--- src/rtl/qcw_adc_capture_if.sv ---
// CPU register bus used by qcw_adc_capture.
// Request/acknowledge handshake; read data is valid in the acknowledge cycle.
interface qcw_adc_capture_if;
  localparam int unsigned ADDR_W = 32;
  localparam int unsigned DATA_W = 32;
  localparam int unsigned STRB_W = DATA_W / 8;

  logic              mem_valid_i;
  logic              mem_ready_o;
  logic [ADDR_W-1:0] mem_addr_i;
  logic [DATA_W-1:0] mem_wdata_i;
  logic [STRB_W-1:0] mem_wstrb_i;
  logic [DATA_W-1:0] mem_rdata_o;

  modport master (
    output mem_valid_i,
    output mem_addr_i,
    output mem_wdata_i,
    output mem_wstrb_i,
    input  mem_ready_o,
    input  mem_rdata_o
  );

  modport slave (
    input  mem_valid_i,
    input  mem_addr_i,
    input  mem_wdata_i,
    input  mem_wstrb_i,
    output mem_ready_o,
    output mem_rdata_o
  );
endinterface

--- src/rtl/qcw_adc_capture.sv ---
// Serial 10-bit ADC capture for the QCW over-current path, with a CPU register window.
// Optional framing-bit check enabled by defining ADC_FRAME_CHECK_EN.
module qcw_adc_capture #(
  parameter logic [31:0] BASE_ADDR    = 32'h0000_0000,
  parameter int unsigned CLK_DIV      = 2,
  parameter int unsigned QUIET_CYCLES = 8
) (
  input  logic                    clk,
  input  logic                    reset,
  qcw_adc_capture_if.slave        bus,
  output logic                    adc_cs_n,
  output logic                    adc_sclk,
  input  logic                    adc_sdata,
  output logic [9:0]              adc_dout,
  output logic                    adc_valid
);

  localparam int unsigned DOUT_W         = 10;
  localparam int unsigned HALF_W         = 6;
  localparam int unsigned BIT_W          = 5;
  localparam int unsigned LAST_HALF      = 32;
  localparam int unsigned FIRST_DATA_BIT = 4;
  localparam int unsigned LAST_DATA_BIT  = 13;
  localparam int unsigned CNT_W          = 32;
  localparam int unsigned ERR_W          = 16;
  localparam int unsigned WIN_BYTES      = 16;
  localparam int unsigned DIV_W          = (CLK_DIV > 1) ? $clog2(CLK_DIV) : 1;
  localparam int unsigned QUIET_W        = (QUIET_CYCLES > 1) ? $clog2(QUIET_CYCLES) : 1;

  localparam logic [DOUT_W-1:0] MIDSCALE = 10'd512;

  localparam logic [1:0] S_IDLE  = 2'd0;
  localparam logic [1:0] S_SHIFT = 2'd1;
  localparam logic [1:0] S_DONE  = 2'd2;
  localparam logic [1:0] S_QUIET = 2'd3;

  localparam logic [3:0] OFF_CTRL   = 4'd0;
  localparam logic [3:0] OFF_SAMPLE = 4'd4;
  localparam logic [3:0] OFF_COUNT  = 4'd8;
  localparam logic [3:0] OFF_FERR   = 4'd12;

  // Serial engine state
  logic [1:0]         state_q, state_d;
  logic [DIV_W-1:0]   div_q, div_d;
  logic [HALF_W-1:0]  half_q, half_d;
  logic [QUIET_W-1:0] quiet_q, quiet_d;
  logic [DOUT_W-1:0]  data_q, data_d;
  logic               bad_q, bad_d;
  logic               sdata_q;
  logic               cs_n_q, cs_n_d;
  logic               sclk_q, sclk_d;
  logic               done_c;
  logic               data_bit_c;

  // Register window state
  logic               enable_q, enable_d;
  logic [DOUT_W-1:0]  sample_q, sample_d;
  logic               valid_q, valid_d;
  logic [CNT_W-1:0]   count_q, count_d;
  logic               addressed_q;
  logic               mem_ready_q, mem_ready_d;
  logic [31:0]        mem_rdata_q, mem_rdata_d;
  logic [31:0]        offset_c;
  logic [31:0]        rdata_c;
  logic               addressed_c;
  logic               accept_c;
  logic               write_c;
  logic               read_c;
  logic               frame_ok_c;
`ifdef ADC_FRAME_CHECK_EN
  logic [ERR_W-1:0]   ferr_q, ferr_d;
`endif

  assign adc_cs_n        = cs_n_q;
  assign adc_sclk        = sclk_q;
  assign adc_dout        = sample_q;
  assign adc_valid       = valid_q;
  assign bus.mem_ready_o = mem_ready_q;
  assign bus.mem_rdata_o = mem_rdata_q;

  // Received-bit index k = half_q[5:1] while half_q is odd (sclk low phase)
  assign data_bit_c = (half_q[HALF_W-1:1] >= BIT_W'(FIRST_DATA_BIT)) &&
                      (half_q[HALF_W-1:1] <= BIT_W'(LAST_DATA_BIT));

  // Frame sequencer: setup half-period, 16 bit periods, DONE, quiet gap
  always_comb begin
    state_d = state_q;
    div_d   = div_q;
    half_d  = half_q;
    quiet_d = quiet_q;
    data_d  = data_q;
    bad_d   = bad_q;
    done_c  = 1'b0;
    case (state_q)
      S_IDLE: begin
        if (enable_q) begin
          state_d = S_SHIFT;
          div_d   = '0;
          half_d  = '0;
          bad_d   = 1'b0;
        end
      end
      S_SHIFT: begin
        if (div_q == DIV_W'(CLK_DIV - 1)) begin
          div_d = '0;
          if (half_q == HALF_W'(LAST_HALF)) begin
            state_d = S_DONE;
            done_c  = 1'b1;
          end else begin
            half_d = half_q + HALF_W'(1);
            // Leaving an odd (low) half means sclk rises on this edge
            if (half_q[0]) begin
              if (data_bit_c) begin
                data_d = {data_q[DOUT_W-2:0], sdata_q};
              end else begin
                bad_d = bad_q | sdata_q;
              end
            end
          end
        end else begin
          div_d = div_q + DIV_W'(1);
        end
      end
      S_DONE: begin
        state_d = S_QUIET;
        quiet_d = '0;
      end
      S_QUIET: begin
        if (quiet_q == QUIET_W'(QUIET_CYCLES - 1)) begin
          state_d = enable_q ? S_SHIFT : S_IDLE;
          div_d   = '0;
          half_d  = '0;
          bad_d   = 1'b0;
        end else begin
          quiet_d = quiet_q + QUIET_W'(1);
        end
      end
      default: state_d = S_IDLE;
    endcase
    cs_n_d = (state_d != S_SHIFT);
    sclk_d = ~((state_d == S_SHIFT) & half_d[0]);
  end

  always_ff @(posedge clk) begin
    if (reset) begin
      state_q <= S_IDLE;
      div_q   <= '0;
      half_q  <= '0;
      quiet_q <= '0;
      data_q  <= '0;
      bad_q   <= 1'b0;
      sdata_q <= 1'b0;
      cs_n_q  <= 1'b1;
      sclk_q  <= 1'b1;
    end else begin
      state_q <= state_d;
      div_q   <= div_d;
      half_q  <= half_d;
      quiet_q <= quiet_d;
      data_q  <= data_d;
      bad_q   <= bad_d;
      sdata_q <= adc_sdata;
      cs_n_q  <= cs_n_d;
      sclk_q  <= sclk_d;
    end
  end

`ifdef ADC_FRAME_CHECK_EN
  assign frame_ok_c = ~bad_q;
`else
  assign frame_ok_c = 1'b1;
`endif

  // Bus decode, register updates and sample publication
  always_comb begin
    offset_c    = bus.mem_addr_i - BASE_ADDR;
    addressed_c = bus.mem_valid_i && (bus.mem_addr_i >= BASE_ADDR) &&
                  (offset_c < 32'(WIN_BYTES));
    accept_c    = addressed_c && !addressed_q;
    write_c     = accept_c && (bus.mem_wstrb_i != '0);
    read_c      = accept_c && (bus.mem_wstrb_i == '0);

    sample_d = sample_q;
    valid_d  = 1'b0;
    if (done_c && frame_ok_c) begin
      sample_d = data_q;
      valid_d  = 1'b1;
    end

    enable_d = enable_q;
    if (write_c && (offset_c[3:0] == OFF_CTRL)) begin
      enable_d = bus.mem_wdata_i[0];
    end

    // A clear landing with an increment wins
    count_d = count_q;
    if (write_c && (offset_c[3:0] == OFF_COUNT)) begin
      count_d = '0;
    end else if (valid_d && (count_q != '1)) begin
      count_d = count_q + CNT_W'(1);
    end

`ifdef ADC_FRAME_CHECK_EN
    ferr_d = ferr_q;
    if (write_c && (offset_c[3:0] == OFF_FERR)) begin
      ferr_d = '0;
    end else if (done_c && !frame_ok_c && (ferr_q != '1)) begin
      ferr_d = ferr_q + ERR_W'(1);
    end
`endif

    rdata_c = '0;
    case (offset_c[3:0])
      OFF_CTRL:   rdata_c = {31'd0, enable_q};
      OFF_SAMPLE: rdata_c = {22'd0, sample_q};
      OFF_COUNT:  rdata_c = count_q;
`ifdef ADC_FRAME_CHECK_EN
      OFF_FERR:   rdata_c = {16'd0, ferr_q};
`endif
      default:    rdata_c = '0;
    endcase

    mem_ready_d = accept_c;
    mem_rdata_d = read_c ? rdata_c : '0;
  end

  always_ff @(posedge clk) begin
    if (reset) begin
      enable_q    <= 1'b0;
      sample_q    <= MIDSCALE;
      valid_q     <= 1'b0;
      count_q     <= '0;
      addressed_q <= 1'b0;
      mem_ready_q <= 1'b0;
      mem_rdata_q <= '0;
`ifdef ADC_FRAME_CHECK_EN
      ferr_q      <= '0;
`endif
    end else begin
      enable_q    <= enable_d;
      sample_q    <= sample_d;
      valid_q     <= valid_d;
      count_q     <= count_d;
      addressed_q <= addressed_c;
      mem_ready_q <= mem_ready_d;
      mem_rdata_q <= mem_rdata_d;
`ifdef ADC_FRAME_CHECK_EN
      ferr_q      <= ferr_d;
`endif
    end
  end

  // Only CTRL bit 0 is writable; framing state is dead logic without the check
  logic unused_c;
`ifdef ADC_FRAME_CHECK_EN
  assign unused_c = ^bus.mem_wdata_i[31:1];
`else
  assign unused_c = ^{bus.mem_wdata_i[31:1], bad_q};
`endif

endmodule

--- src/flat_wrapper.sv ---
// flat-port wrapper written by rule: the top's interface ports become plain ports
module qcw_adc_capture_flat 
#(
  parameter logic [31:0] BASE_ADDR    = 32'h0000_0000,
  parameter int unsigned CLK_DIV      = 2,
  parameter int unsigned QUIET_CYCLES = 8
)
  (clk, reset, adc_cs_n, adc_sclk, adc_sdata, adc_dout, adc_valid, bus_mem_valid_i, bus_mem_addr_i, bus_mem_wdata_i, bus_mem_wstrb_i, bus_mem_ready_o, bus_mem_rdata_o);
  qcw_adc_capture_if bus_i ();
  input  logic clk;
  input  logic reset;
  output logic adc_cs_n;
  output logic adc_sclk;
  input  logic adc_sdata;
  output logic [9:0] adc_dout;
  output logic adc_valid;
  input wire logic [$bits(bus_i.mem_valid_i)-1:0] bus_mem_valid_i;
  input wire logic [$bits(bus_i.mem_addr_i)-1:0] bus_mem_addr_i;
  input wire logic [$bits(bus_i.mem_wdata_i)-1:0] bus_mem_wdata_i;
  input wire logic [$bits(bus_i.mem_wstrb_i)-1:0] bus_mem_wstrb_i;
  output wire logic [$bits(bus_i.mem_ready_o)-1:0] bus_mem_ready_o;
  output wire logic [$bits(bus_i.mem_rdata_o)-1:0] bus_mem_rdata_o;
  assign bus_i.mem_valid_i = bus_mem_valid_i;
  assign bus_i.mem_addr_i = bus_mem_addr_i;
  assign bus_i.mem_wdata_i = bus_mem_wdata_i;
  assign bus_i.mem_wstrb_i = bus_mem_wstrb_i;
  assign bus_mem_ready_o = bus_i.mem_ready_o;
  assign bus_mem_rdata_o = bus_i.mem_rdata_o;
  qcw_adc_capture #(.BASE_ADDR(BASE_ADDR), .CLK_DIV(CLK_DIV), .QUIET_CYCLES(QUIET_CYCLES)) u_core (.clk(clk), .reset(reset), .bus(bus_i), .adc_cs_n(adc_cs_n), .adc_sclk(adc_sclk), .adc_sdata(adc_sdata), .adc_dout(adc_dout), .adc_valid(adc_valid));
endmodule
--- config.mk ---
export PLATFORM = sky130hd
export DESIGN_NAME = qcw_adc_capture_flat
export DESIGN_NICKNAME = d
export VERILOG_FILES = /design/src/rtl/qcw_adc_capture_if.sv /design/src/rtl/qcw_adc_capture.sv /design/src/flat_wrapper.sv
export SDC_FILE = /design/constraint.sdc
export NUM_CORES = 1
export LEC_CHECK = 0
export ABC_AREA = 1
export BUFFER_PORTS_ARGS = -buffer_cell sky130_fd_sc_hd__buf_2
export CAP_MARGIN = 20
export CORE_AREA = 2 2 99 101
export CTS_BUF_LIST = sky130_fd_sc_hd__clkbuf_16
export DETAILED_ROUTE_END_ITERATION = 6
export DIE_AREA = 0 0 101 103
export GPL_TIMING_DRIVEN = 0
export PLACE_DENSITY = 0.85
export SLEW_MARGIN = 20
export SYNTH_ARGS = -nofsm -noshare
export SYNTH_HDL_FRONTEND = slang
export SYNTH_SLANG_ARGS = --single-unit
--- constraint.sdc ---
create_clock -name clk -period 2.2 [get_ports clk]
set_input_delay 0.22 -clock clk [delete_from_list [all_inputs] [get_ports clk]]
set_output_delay 0.22 -clock clk [all_outputs]
set_load 0.02 [all_outputs]
* After elaboration in Yosys (flattened, before gate mapping)
Index checks and enable logic that the tools add are counted.
** Storage, ports and cells
- Register bits after elaboration :: 103
- Input bits :: 72
- Output and inout bits :: 46
- Logic and storage cells :: 87
** Cells by class
- Add/sub/neg operators :: 4
- Order comparisons :: 4
- Equal/unequal tests :: 15
- Multiplexer cells :: 22
- Bitwise gates (word level) :: 4
- Reduce and logical (&&, ||, !) cells :: 22
** Operators with widths (number)
- one-hot mux 32 bit (3 select lines) :: 1
- adder 32 x 1 -> 32 bit (second input constant) :: 1
- greater-or-equal comparator 32 x 1 -> 1 bit (second input constant) :: 1
- < comparator 32 x 5 -> 1 bit (second input constant) :: 1
- != test 32 bit (second input constant) :: 1
- two-way mux 6 bit :: 4
- one-hot mux 6 bit (3 select lines) :: 1
- AND reduction 5 bit :: 2
- logical AND 1 bit :: 9
- zero test 4 bit :: 2
- two-way mux 1 bit :: 8
- two-way mux 2 bit :: 4
- != test 2 x 1 -> 1 bit (second input constant) :: 4
- one-hot mux 2 bit (4 select lines) :: 1
- adder 6 x 1 -> 6 bit (second input constant) :: 1
- == test 6 bit (second input constant) :: 1
- one-hot mux 3 bit (2 select lines) :: 1
- greater-or-equal comparator 5 x 3 -> 1 bit (second input constant) :: 1
- <= comparator 5 x 4 -> 1 bit (second input constant) :: 1
- == test 2 x 1 -> 1 bit (second input constant) :: 2
- == test 2 bit (second input constant) :: 2
- == test 4 x 3 -> 1 bit (second input constant) :: 1
- == test 4 bit (second input constant) :: 1
- != test 2 bit (second input constant) :: 2
- other kinds (15) :: 18

* Longest topological paths before layout
- Depth after elaboration :: 7
- Mapped depth :: 11
- Depth with buffers taken out :: 10

* Worst setup path before layout
Ideal clock, no wire load.
- Path kind :: reg-to-reg
- Start point :: register u_core.count_q[0]
- End point :: register u_core.count_q[22]
- Setup time :: 0.125 ns
- Arrival time :: 1.564 ns
- Required time :: 2.075 ns
- Slack :: 0.511 ns
- Cell stages (with the launch flop) :: 12
- Path buffers :: 1
- Clock period less this slack :: 1.689 ns
- Cell sequence :: dfxtp_1 ha_1 inv_1 nor2_4 nand2_4 nor2_8 nand2_4 nand2_8 inv_2 buf_6 nand2_1 a21oi_2
** On the way
- Cells in the longest elaborated chain, start to end :: 2
- Elaborated cells between the ends (all ways) :: 3
- Those cells by class :: 1 x add/sub; 1 x eq/ne; 1 x reduce/logical
** RTL lines
- start: declaration :: line qcw_adc_capture.sv:59 : logic [CNT_W-1:0] count_q, count_d;
- start signal: assignment :: line qcw_adc_capture.sv:243 : count_q <= count_d;
- branches (longest 2 deep; another with adder 32 x 1 -> 32 bit)
Several ways; the timed one is not identified.
A chain may end at the register's enable or synchronous reset.

* Final worst setup path
- Start point :: register u_core.count_q[0]
- End point :: register u_core.count_q[16]
The elaborated chain is that of the path after synthesis.

==> impl_metrics.tcl <==
set metrics [dict create \
    fin_skew_ps 6.146 \
    std_cell_rows 36 \
    area_growth_pct 17.34 \
    initial_core_util_pct 52.10 \
    boundaryPins 118 \
    insertion_delay_ps 340 \
    vias 4666 \
    drcViolationCount 0 \
    ys_warn_count 0 \
    crit_family "simple AND/OR/NAND/NOR gates" \
    die_y_microns 103 \
    post-cts-setup-buffers 0 \
    slew_viol_final 0 \
    yosysUniqueCellTypes 34 \
    syn_avg_cell_area_sq_um 7.132 \
    worstPathCellList "ha_1, inv_1, nor2_4, nand2_4, nor2_8, nand2_4, nand2_8, inv_2, buf_6, nand2_1, a21oi_2" \
    dpl.hpwl_mm 8.624 \
    arrival_ps 2220 \
    cts-root-buf "clkbuf_16" \
    whs_path_depth 3 \
    crit_cells 11 \
    cp_max_fo 10 \
    end_kind "flip-flop" \
    tritoncts "built" \
    overflow 0 \
    syn_inst 691 \
    port_buffers 86 \
    finalNetCount 865 \
    grt_pass1_wl_mm 20.20 \
    grt_usage_pct 24.22 \
    seq_area_frac_synth_pct 41.84 \
    cpMostUsedCell "nand2_4" \
    routed_via_density 5.144 \
    max_freq_mhz 501.8 \
    rsz0062_at_grt "no" \
    firstDrtPassIters 6 \
    leakagePower_nw 2.274 \
    avgRoutedWirePerCell_microns 12.79 \
    dieArea_sq_um 10400 \
    clock-sinks 103 \
    tns_ps 0 \
    htree_levels 3 \
    finalSetupViolations 0 \
    crit_slowest_cell "dfxtp_1" \
    synth_area_sq_um 4928 \
    slew_headroom_pct 64.83 \
    cts-resized-gates 0 \
    max-cap-violations 0 \
    synth_nets 768 \
    gp_congestion 0.9104 \
    routed_wl_mm 11.60 \
    min_period_over_period_pct 90.59 \
    reg2regPathDepth 11 \
    hold_class "input pin to flip-flop" \
    power_density_nw_per_um2 597.4 \
    antenna_found_initial 0 \
    drt_iter0_markers 261 \
    tightestPinTransition_ps 527.6 \
    die_w_microns 101 \
    n_antenna_cell 0 \
    drive_above_1_share_pct 22.82 \
    max_stage_delay_ps 440 \
    path_buf_inv 3 \
    coreArea_sq_um 9459 \
    period_needed_ps 1993 \
    cp-start-kind "flip-flop" \
    detail-route-antenna-nets 0 \
    finalHoldViolCount 0 \
    worstSetupPathType "flip-flop to flip-flop" \
    critPathRequiredTime_ps 2420 \
    grt_max_degree 19 \
    grt_pass1_vias 4496 \
    clkSlewWorstSetupHoldPaths_ps 70 \
    yosys_register_bits 103 \
    status "finished clean" \
    final_util_pct 61.14 \
    cts-hold-fix-buffers 0 \
    numCtsBuffers 9 \
    peakVddDrop_v 0.0004771 \
    clockBufferDepth 2 \
]
-- report_power, final --
| part | internal, mW | leakage, nW | switching (mW) |
|---|---|---|---|
| logic | 0.0373 | 1.31 | 0.0540 |
| registers | 1.86 | 0.829 | 0.000282 |
| clock network | 0.779 | 0.132 | 0.721 |
| total | 2.68 | 2.27 | 0.775 |
-- cells in the mapped netlist --
library cell	count	area [sq um]
nand2_1	203	762.0
dfxtp_1	103	2062
nor2_1	97	364.1
inv_1	59	221.5
a21oi_1	34	170.2
a21oi_2	29	254.0
nand3_1	25	125.1
nor3_1	23	115.1
nand2_2	20	125.1
o21ai_0	20	100.1
xor2_1	10	87.58
a211oi_1	9	67.56
buf_2	8	40.04
clkbuf_1	8	30.03
ha_1	5	62.56
nand4_1	5	31.28
nor2_2	4	25.02
xnor2_1	4	35.03
buf_4	3	22.52
buf_6	3	33.78
inv_2	3	11.26
a31o_2	2	17.52
buf_12	2	40.04
nand2_4	2	22.52
buf_1	1	3.750
buf_8	1	15.01
clkinv_1	1	3.750
nand2_8	1	20.02
nor2_4	1	11.26
nor2_8	1	20.02
nor4_1	1	6.260
o2111ai_1	1	8.760
o31ai_1	1	7.510
or2_1	1	6.260
-- placed cells by master (no fill, tap or decap), types with 2 or more instances in the layout --
master | synthesis | routed
nand2_1 | 203 | 203
dfxtp_1 | 103 | 103
clkinv_1 | 1 | 2
a21oi_2 | 29 | 29
clkbuf_16 | 0 | 9
buf_2 | 8 | 94
clkinvlp_4 | 0 | 2
ha_1 | 5 | 5
buf_6 | 3 | 3
nand4_1 | 5 | 5
inv_2 | 3 | 3
buf_4 | 3 | 3
clkbuf_1 | 8 | 8
nor3_1 | 23 | 23
nand2_2 | 20 | 20
nand2_4 | 2 | 2
a21oi_1 | 34 | 34
nor2_2 | 4 | 4
nor2_1 | 97 | 97
nand3_1 | 25 | 25
a31o_2 | 2 | 2
clkinv_4 | 0 | 2
a211oi_1 | 9 | 9
buf_12 | 2 | 2
inv_1 | 59 | 59
xor2_1 | 10 | 10
o21ai_0 | 20 | 20
xnor2_1 | 4 | 4
-- state kept, by name (all words and copies together), names as in the netlist --
register,cells
u_core.adc_sclk,1
u_core.div_q,1
u_core.count_q,32
u_core.data_q,10
u_core.sdata_q,1
u_core.addressed_q,1
u_core.bus.mem_ready_o,1
u_core.state_q,2
u_core.enable_q,1
u_core.bus.mem_rdata_o,32
u_core.half_q,6
u_core.adc_valid,1
u_core.adc_cs_n,1
u_core.quiet_q,3
u_core.adc_dout,10
-- layout make-up --
class	count	area (sq um)
clock inverters	7	56.30
inverters	63	236.5
flip-flops and latches	103	2062
well taps	114	142.6
repair buffers	86	430.4
multi-input cells	499	2445
clock buffers	9	225.2
plain buffers	26	185.2
fillers	847	3676
-- layer usage --
metal  GRT usage (%)  part of all wire, %
met2           40.51                   47
met1           31.05                   46
met3           5.288                  5.0
met4           8.524                  2.2
met5               0                    0
-- cells by family (layout without fill, tap and decap cells) --
logic type	after synthesis	count (layout)	share of synthesized area (%)
XOR/XNOR	14	14	2.488
adder cells (fa/ha/maj)	5	5	1.269
AO/OA/AOI/OAI	96	96	12.69
buffers and inverters	89	191	8.555
AND/OR/NAND/NOR	384	384	33.16
flip-flops	103	103	41.84
-- tightest hold or removal path, stage by stage --
cell    delay (ps)
buf_2           70
inv_1           30
nor2_1          60
-- worst paths after layout --
check	from	slack (ps)	end
worst max-delay path	u_core.count_q[0]$_SDFFE_PP0P_	210	u_core.count_q[16]$_SDFFE_PP0P_
worst min-delay path	adc_sdata	70	u_core.sdata_q$_SDFF_PP0_
worst min register to register	u_core.addressed_q$_SDFF_PP0_	440	u_core.bus.mem_ready_o$_SDFF_PP0_
worst max register to register	u_core.count_q[0]$_SDFFE_PP0P_	210	u_core.count_q[16]$_SDFFE_PP0P_
-- through the flow --
stage / hold WS (ps) / worst slack [ps] / total power, mW / cells / area (sq um)
2_1_floorplan: 327.0 / 511.1 / 1.949 / 691 / 4928
3_3_place_gp: 422.6 / 299.8 / 1.996 / 891 / 5502
3_5_place_dp: 427.4 / 262.6 / 1.999 / 891 / 5502
4_1_cts: 67.11 / 239.6 / 3.481 / 907 / 5783
5_1_grt: 101.6 / 77.38 / 3.579 / 907 / 5783
6_report: 73.84 / 207.1 / 3.455 / 907 / 5783
Power figures use the tool's default switching activity.
